## src/rtl/memwb_fwd_stage.sv

```systemverilog
// MEM/WB pipeline register with stall/flush, write-back selection and tagged forwarding history.
// MEMWB_FWD_HIST_EN: when defined, lookups search all HIST_DEPTH entries; otherwise only H[0].
module memwb_fwd_stage #(
    parameter int INSTR_W    = 16,
    parameter int DATA_W     = 16,
    parameter int RESULT_W   = 32,
    parameter int HIST_DEPTH = 2
) (
    input  logic                clk,
    input  logic                rst,
    input  logic                in_valid,
    input  logic [INSTR_W-1:0]  in_instr,
    input  logic [DATA_W-1:0]   in_read_data,
    input  logic [DATA_W-1:0]   in_op1,
    input  logic [RESULT_W-1:0] in_alu_result,
    input  logic                stall,
    input  logic                flush,
    output logic                out_valid,
    output logic [INSTR_W-1:0]  out_instr,
    output logic [DATA_W-1:0]   out_read_data,
    output logic [RESULT_W-1:0] out_alu_result,
    output logic                wb_en,
    output logic [3:0]          wb_reg,
    output logic [RESULT_W-1:0] wb_data,
    output logic [RESULT_W-1:0] fwd_now,
    input  logic [3:0]          q_rs1_addr,
    input  logic [3:0]          q_rs2_addr,
    output logic                q_rs1_hit,
    output logic                q_rs2_hit,
    output logic [RESULT_W-1:0] q_rs1_data,
    output logic [RESULT_W-1:0] q_rs2_data
);

`ifdef MEMWB_FWD_HIST_EN
    localparam int HN = HIST_DEPTH;
`else
    localparam int HN = 1;
`endif

    logic [3:0]          in_opc;
    logic [3:0]          in_rd;
    logic                in_load;
    logic                in_store;
    logic                in_writes;
    logic [RESULT_W-1:0] in_value;
    logic                advance;

    assign in_opc    = in_instr[INSTR_W-1 -: 4];
    assign in_rd     = in_instr[INSTR_W-5 -: 4];
    assign in_load   = (in_opc == 4'b0110) || (in_opc == 4'b0100);
    assign in_store  = (in_opc == 4'b0101) || (in_opc == 4'b0111);
    assign in_writes = in_valid && !in_store;
    assign in_value  = in_load ? RESULT_W'(in_read_data) : in_alu_result;
    assign advance   = !stall || flush;

    always_comb begin
        if (in_load)
            fwd_now = RESULT_W'(in_read_data);
        else if (in_store)
            fwd_now = RESULT_W'(in_op1);
        else
            fwd_now = in_alu_result;
    end

    logic [HN-1:0]       h_valid_q;
    logic [HN-1:0]       h_writes_q;
    logic [3:0]          h_rd_q    [HN];
    logic [RESULT_W-1:0] h_value_q [HN];
    logic [INSTR_W-1:0]  instr_q;
    logic [DATA_W-1:0]   read_data_q;
    logic [RESULT_W-1:0] alu_result_q;

    logic                h0_valid_d;
    logic                h0_writes_d;
    logic [3:0]          h0_rd_d;
    logic [RESULT_W-1:0] h0_value_d;
    logic [INSTR_W-1:0]  instr_d;
    logic [DATA_W-1:0]   read_data_d;
    logic [RESULT_W-1:0] alu_result_d;

    // A flush captures a bubble with every data field zeroed, not just valid.
    always_comb begin
        h0_valid_d   = in_valid;
        h0_writes_d  = in_writes;
        h0_rd_d      = in_rd;
        h0_value_d   = in_value;
        instr_d      = in_instr;
        read_data_d  = in_read_data;
        alu_result_d = in_alu_result;
        if (flush) begin
            h0_valid_d   = 1'b0;
            h0_writes_d  = 1'b0;
            h0_rd_d      = '0;
            h0_value_d   = '0;
            instr_d      = '0;
            read_data_d  = '0;
            alu_result_d = '0;
        end
    end

    always_ff @(posedge clk) begin
        if (rst) begin
            h_valid_q    <= '0;
            h_writes_q   <= '0;
            instr_q      <= '0;
            read_data_q  <= '0;
            alu_result_q <= '0;
            for (int k = 0; k < HN; k++) begin
                h_rd_q[k]    <= '0;
                h_value_q[k] <= '0;
            end
        end else if (advance) begin
            h_valid_q[0]  <= h0_valid_d;
            h_writes_q[0] <= h0_writes_d;
            h_rd_q[0]     <= h0_rd_d;
            h_value_q[0]  <= h0_value_d;
            instr_q       <= instr_d;
            read_data_q   <= read_data_d;
            alu_result_q  <= alu_result_d;
            for (int k = 1; k < HN; k++) begin
                h_valid_q[k]  <= h_valid_q[k-1];
                h_writes_q[k] <= h_writes_q[k-1];
                h_rd_q[k]     <= h_rd_q[k-1];
                h_value_q[k]  <= h_value_q[k-1];
            end
        end
    end

    assign out_valid      = h_valid_q[0];
    assign out_instr      = instr_q;
    assign out_read_data  = read_data_q;
    assign out_alu_result = alu_result_q;
    assign wb_en          = h_valid_q[0] && h_writes_q[0];
    assign wb_reg         = h_rd_q[0];
    assign wb_data        = h_value_q[0];

    // Scan oldest to youngest so a younger match overwrites any older one.
    function automatic logic [RESULT_W:0] lookup(input logic [3:0] tag);
        logic                hit;
        logic [RESULT_W-1:0] data;
        hit  = 1'b0;
        data = '0;
        for (int k = HN - 1; k >= 0; k--) begin
            if (h_valid_q[k] && h_writes_q[k] && (h_rd_q[k] == tag)) begin
                hit  = 1'b1;
                data = h_value_q[k];
            end
        end
        if (in_writes && (in_rd == tag)) begin
            hit  = 1'b1;
            data = in_value;
        end
        return {hit, data};
    endfunction

    assign {q_rs1_hit, q_rs1_data} = lookup(q_rs1_addr);
    assign {q_rs2_hit, q_rs2_data} = lookup(q_rs2_addr);

endmodule

```

## config.mk

```make
export PLATFORM = sky130hd
export DESIGN_NAME = memwb_fwd_stage
export DESIGN_NICKNAME = d
export VERILOG_FILES = /design/src/rtl/memwb_fwd_stage.sv
export SDC_FILE = /design/constraint.sdc
export NUM_CORES = 1
export LEC_CHECK = 0
export ABC_AREA = 1
export ABC_CLOCK_PERIOD_IN_PS = 7000
export CORE_AREA = 5 5 133 135
export DETAILED_ROUTE_END_ITERATION = 12
export DIE_AREA = 0 0 138 140
export PLACE_DENSITY = 0.71
export SLEW_MARGIN = 20
export SYNTH_ARGS = -nofsm -noshare
export SYNTH_HDL_FRONTEND = slang
export SYNTH_SLANG_ARGS = --single-unit
```

## constraint.sdc

```tcl
create_clock -name clk -period 7 [get_ports clk]
set_input_delay 2.1 -clock clk [delete_from_list [all_inputs] [get_ports clk]]
set_output_delay 2.1 -clock clk [all_outputs]
set_load 0.1 [all_outputs]
```

After elaboration in Yosys (flattened, before gate mapping)
Memory sizes are Yosys's and may differ from the RTL's.
Index checks and enable logic that the tools add are counted.
Cells by class
  eq/ne operators: 8
  mux-type cells: 27
  reductions and logical operators: 13
Operators with widths (count)
  two-way mux 32 bit: 10
  two-way mux 16 bit: 2
  OR reduction 32 bit: 1
  equality test 4 x 3 -> 1 bit (second input constant): 4
  equality test 4 bit: 4
  two-way mux 1 bit: 13
  two-way mux 4 bit: 2
  logical AND 1 bit: 6
  OR reduction 4 bit: 1
  logical OR 1 bit: 3
  zero test 1 bit: 2
Word-level totals
  flip-flop bits (word level): 66
  memory bits (writable): 36
  output and inout port bits: 200
  logic and storage cells: 55
  memories: 2
Memories
  h_value_q: depth 1, width 32, rd ports 1, clocked after Yosys merged registers in 0, wr ports 1, RTL line 68  | logic [RESULT_W-1:0] h_value_q [HN];
  h_rd_q: depth 1, width 4, rd ports 1, clocked after Yosys merged registers in 0, wr ports 1, RTL line 67  | logic [3:0] h_rd_q [HN];

Depth between registers and ports, before layout
Gate-level depths: netlist (run 1).
  word-level depth: 7
  gate-level depth with buffers: 9
  gate-level depth less buffers: 8

Worst setup path after synthesis (run 1)
Ideal clock, no wire load.
  path kind: input port to output port
  start point: input port q_rs1_addr[3]
  end point: output port q_rs1_hit
  data arrival time: 4482 ps
  setup slack: 418 ps
  cell stages on the path: 6
  buffers on the path: 0
  cells stage by stage: inv_1 > nand2_1 > nand2_1 > inv_1 > nand3_1 > o21ai_0
On the way
  cells in the longest elaborated chain, start to end: 4
RTL lines
  start, declared: RTL line 26  | input logic [3:0] q_rs1_addr,
  equality test 4 bit: RTL line 144  | if (h_valid_q[k] && h_writes_q[k] && (h_rd_q[k] == tag)) begin
  logical AND 1 bit: RTL line 144
  two-way mux 1 bit: RTL line 144
  two-way mux 1 bit (*): RTL line 149  | if (in_writes && (in_rd == tag)) begin
  end, declared: RTL line 28  | output logic q_rs1_hit,
Mark *: on every way between the ends. The rest lies on a longest branch, timed or not.

Worst setup path after layout (run 1)
  start point: input port in_instr[8]
  end point: output port q_rs1_hit
On the way
  cells in the longest elaborated chain, start to end: 3
RTL lines
  start, declared: RTL line 12  | input logic [INSTR_W-1:0] in_instr,
  equality test 4 bit: RTL line 149
  logical AND 1 bit: RTL line 149
  two-way mux 1 bit: RTL line 149
Every way passes these cells.

==> results of run 1 <==
==> synthesized netlist by cell type (6+ instances only) <==
master      n  share of area [%]
buf_2      25                2.2
buf_6       9                1.8
clkbuf_1   18                1.2
dfxtp_1    66                 24
edfxtp_1   36                 19
inv_1      83                5.6
inv_2       6               0.40
nand2_1   210                 14
nand3_1   197                 18
nor2_1     59                4.0
o211ai_1   18                2.4
o21ai_0    56                5.0
==> path summary, 6_finish.rpt <==
check | start | endpoint | slack [ps] | depth (start not counted)
max reg2reg | out_alu_result[4]$_SDFFE_PP0P_ | out_alu_result[4]$_SDFFE_PP0P_ | 6380 | 2
max | in_instr[8] | q_rs1_hit | 560 | 8
min reg2reg | out_read_data[10]$_SDFFE_PP0P_ | out_read_data[10]$_SDFFE_PP0P_ | 470 | 2
min | out_read_data[10]$_SDFFE_PP0P_ | out_read_data[10]$_SDFFE_PP0P_ | 470 | 2
==> metrics by stage <==
stage          setup slack, ps  std cells  total power (W)  utilization (%)  hold slack (ps)
2_1_floorplan              418        801          0.00112                -              453
3_3_place_gp               605       1270          0.00132             56.1              458
3_5_place_dp               573       1270          0.00132             56.1              460
4_1_cts                    548       1286          0.00183             57.9              473
5_1_grt                    396       1287          0.00188             57.9              489
6_report                   564       1287          0.00182             57.9              471
==> report_power, final <==
group | internal, W | switching (W) | total [W]
registers | 0.000639 | 0.0000173 | 0.000656
clock network | 0.000265 | 0.000241 | 0.000507
logic | 0.000162 | 0.000493 | 0.000655
==> metal layers <==
metal	part of all wire, %	GRT usage, %	wire [um]	vias to the layer above
met4	2.5	8.32	587	0
met2	47	37.3	11100	316
met1	42	29.9	9820	2981
met3	8.4	6.03	1980	35
li1	-	-	-	3123
met5	0	0	0	-
==> sequential cells by signal (all words and copies together) (netlist names) <==
signal	flops
h_rd_q	4
h_value_q	32
h_writes_q	1
out_alu_result	32
out_instr	16
out_read_data	16
out_valid	1
==> cell families (layout without fill, tap and decap cells) <==
group	count (synthesis)	after routing	synth area share (%)
buf+inv	147	412	12.0
other cells	0	1	0
compound gates	76	76	7.61
flops	102	102	43.0
simple gates	476	476	37.4
==> layout make-up <==
| type | instances | area [um^2] |
|---|---|---|
| diodes | 1 | 2.50 |
| clock inverters | 5 | 41.3 |
| well taps | 220 | 275 |
| fillers | 1530 | 6880 |
| repair buffers | 306 | 3630 |
| multi-input cells | 552 | 2530 |
| flip-flops and latches | 102 | 2400 |
| clock buffers | 11 | 253 |
| inverters | 90 | 338 |
==> tightest hold or removal path, cell delays in order, from the launching register on <==
cell and delay (ps):
dfxtp_1 310, nand3_1 70, nand2_1 50
==> impl_metrics.csv, run 1 <==
group,metric,value,unit
synth,syn-num-nets,894,
detailed_routing,drt_iter0_markers,530,
synth,synth-seq-cells,102,
grt,grt_pass1_wl,35500,um
setup_path,arrival,4340,ps
cts,cts_setup_buffers,0,
detailed_routing,dr.pass1.iters,5,
die,coreArea,16300,um^2
timing,max_freq,155,MHz
cts,cts_resized,0,
die,fp.dieH,140,um
placed_design,io_buffers,292,
synth,synth_edf_count,36,
die,rows,47,
setup_path,path_class,"input port to primary output",
grt,antenna_found_initial,1,
grt,grt_pass1_vias,6016,
cts,cts_tree,"built",
flow_run,max-cap-violations,0,
timing,period_share,91.9,%
grt,grtUsageTotal,23.1,%
synth,ys_warn_count,0,
layout,syn2layout_area_growth,69.5,%
layout,final_common_cell,"nand2_1",
timing,relSlewSlack,29.0,%
synth,avgSynthCellArea,6.98,um^2
layout,nNetsFinal,1154,
detailed_routing,drt-total-wl,23500,um
detailed_routing,vias_per_cell,5.02,
timing,rsz0062_at_grt,"false",
outcome,status,"finished clean",
timing,min_period,6440,ps
timing,skew,0,ps
placed_design,placed_cell_area,9170,um^2
synth,syn-cell-area,5590,um^2
detailed_routing,wl_per_cell,18.3,um
detailed_routing,vias,6455,
die,start_util,34.2,%
cts,cts_max_level,3,
power,ir_drop,0.000104,V
synth,ys_types,20,
setup_path,crit_family,"simple AND/OR/NAND/NOR gates",
placed_design,gp_congestion,0.866,
detailed_routing,remaining_drc_errors,0,
synth,async_flop_share,0,%
cts,cts.sinks,102,
min_path,holdCritPathClass,"flip-flop to flip-flop",
cts,cts_root_buffer,"clkbuf_16",
cts,clk_pin_slew,70,ps
cts,clk_latency,350,ps
setup_path,path_common_cell,"nand2_1",
setup_path,worst_setup_path_start_kind,"input port",
setup_path,path_buf_inv,3,
cts,hold_buffers,0,
placed_design,dp_hpwl,17300,um
cts,numCtsBuffers,9,
setup_path,max_stage_delay,620,ps
cts,cts_max_path_buffers,2,
timing,finalMaxSlewViolations,0,
die,die_w,138,um
die,io_pins,293,
timing,worst_slew_pin_slew,1060,ps
timing,fin_tns_setup,0,ps
timing,final_hold_viol_count,0,
power,p_leak,4.27,nW
grt,grt_max_degree,74,
setup_path,crit_path_max_fanout,33,
grt,overflow,0,
setup_path,crit_slowest_cell,"nand3_2",
layout,finalInstanceArea,9470,um^2
setup_path,crit_required,4900,ps
layout,drive_gt1_share,13.9,%
setup_path,crit_chain,"clkdlybuf4s50_1 -> inv_2 -> nand2_1 -> nand2_1 -> nor2_1 -> nand3_2 -> o21ai_0 -> buf_12",
setup_path,critPathCaptureType,"primary output",
synth,synth_top_flop_cell,"dfxtp_1",
layout,layout_common_cells,"nand2_1, nand3_1, clkdlybuf4s50_1",
synth,ys_seq_area_share,43.0,%
die,dieArea,19300,um^2
detailed_routing,ant_nets,0,
timing,setup_viol,0,
power,power_density,192,nW/um^2
synth,syn_inst,801,
Power figures use the tool's default switching activity.
==> run 2: changes to the inputs <==
CTS_CLUSTER_SIZE = 28   (was not set)
==> results of run 2 <==
Same layout as run 1: the final DEF is identical, and so are final timing and power.
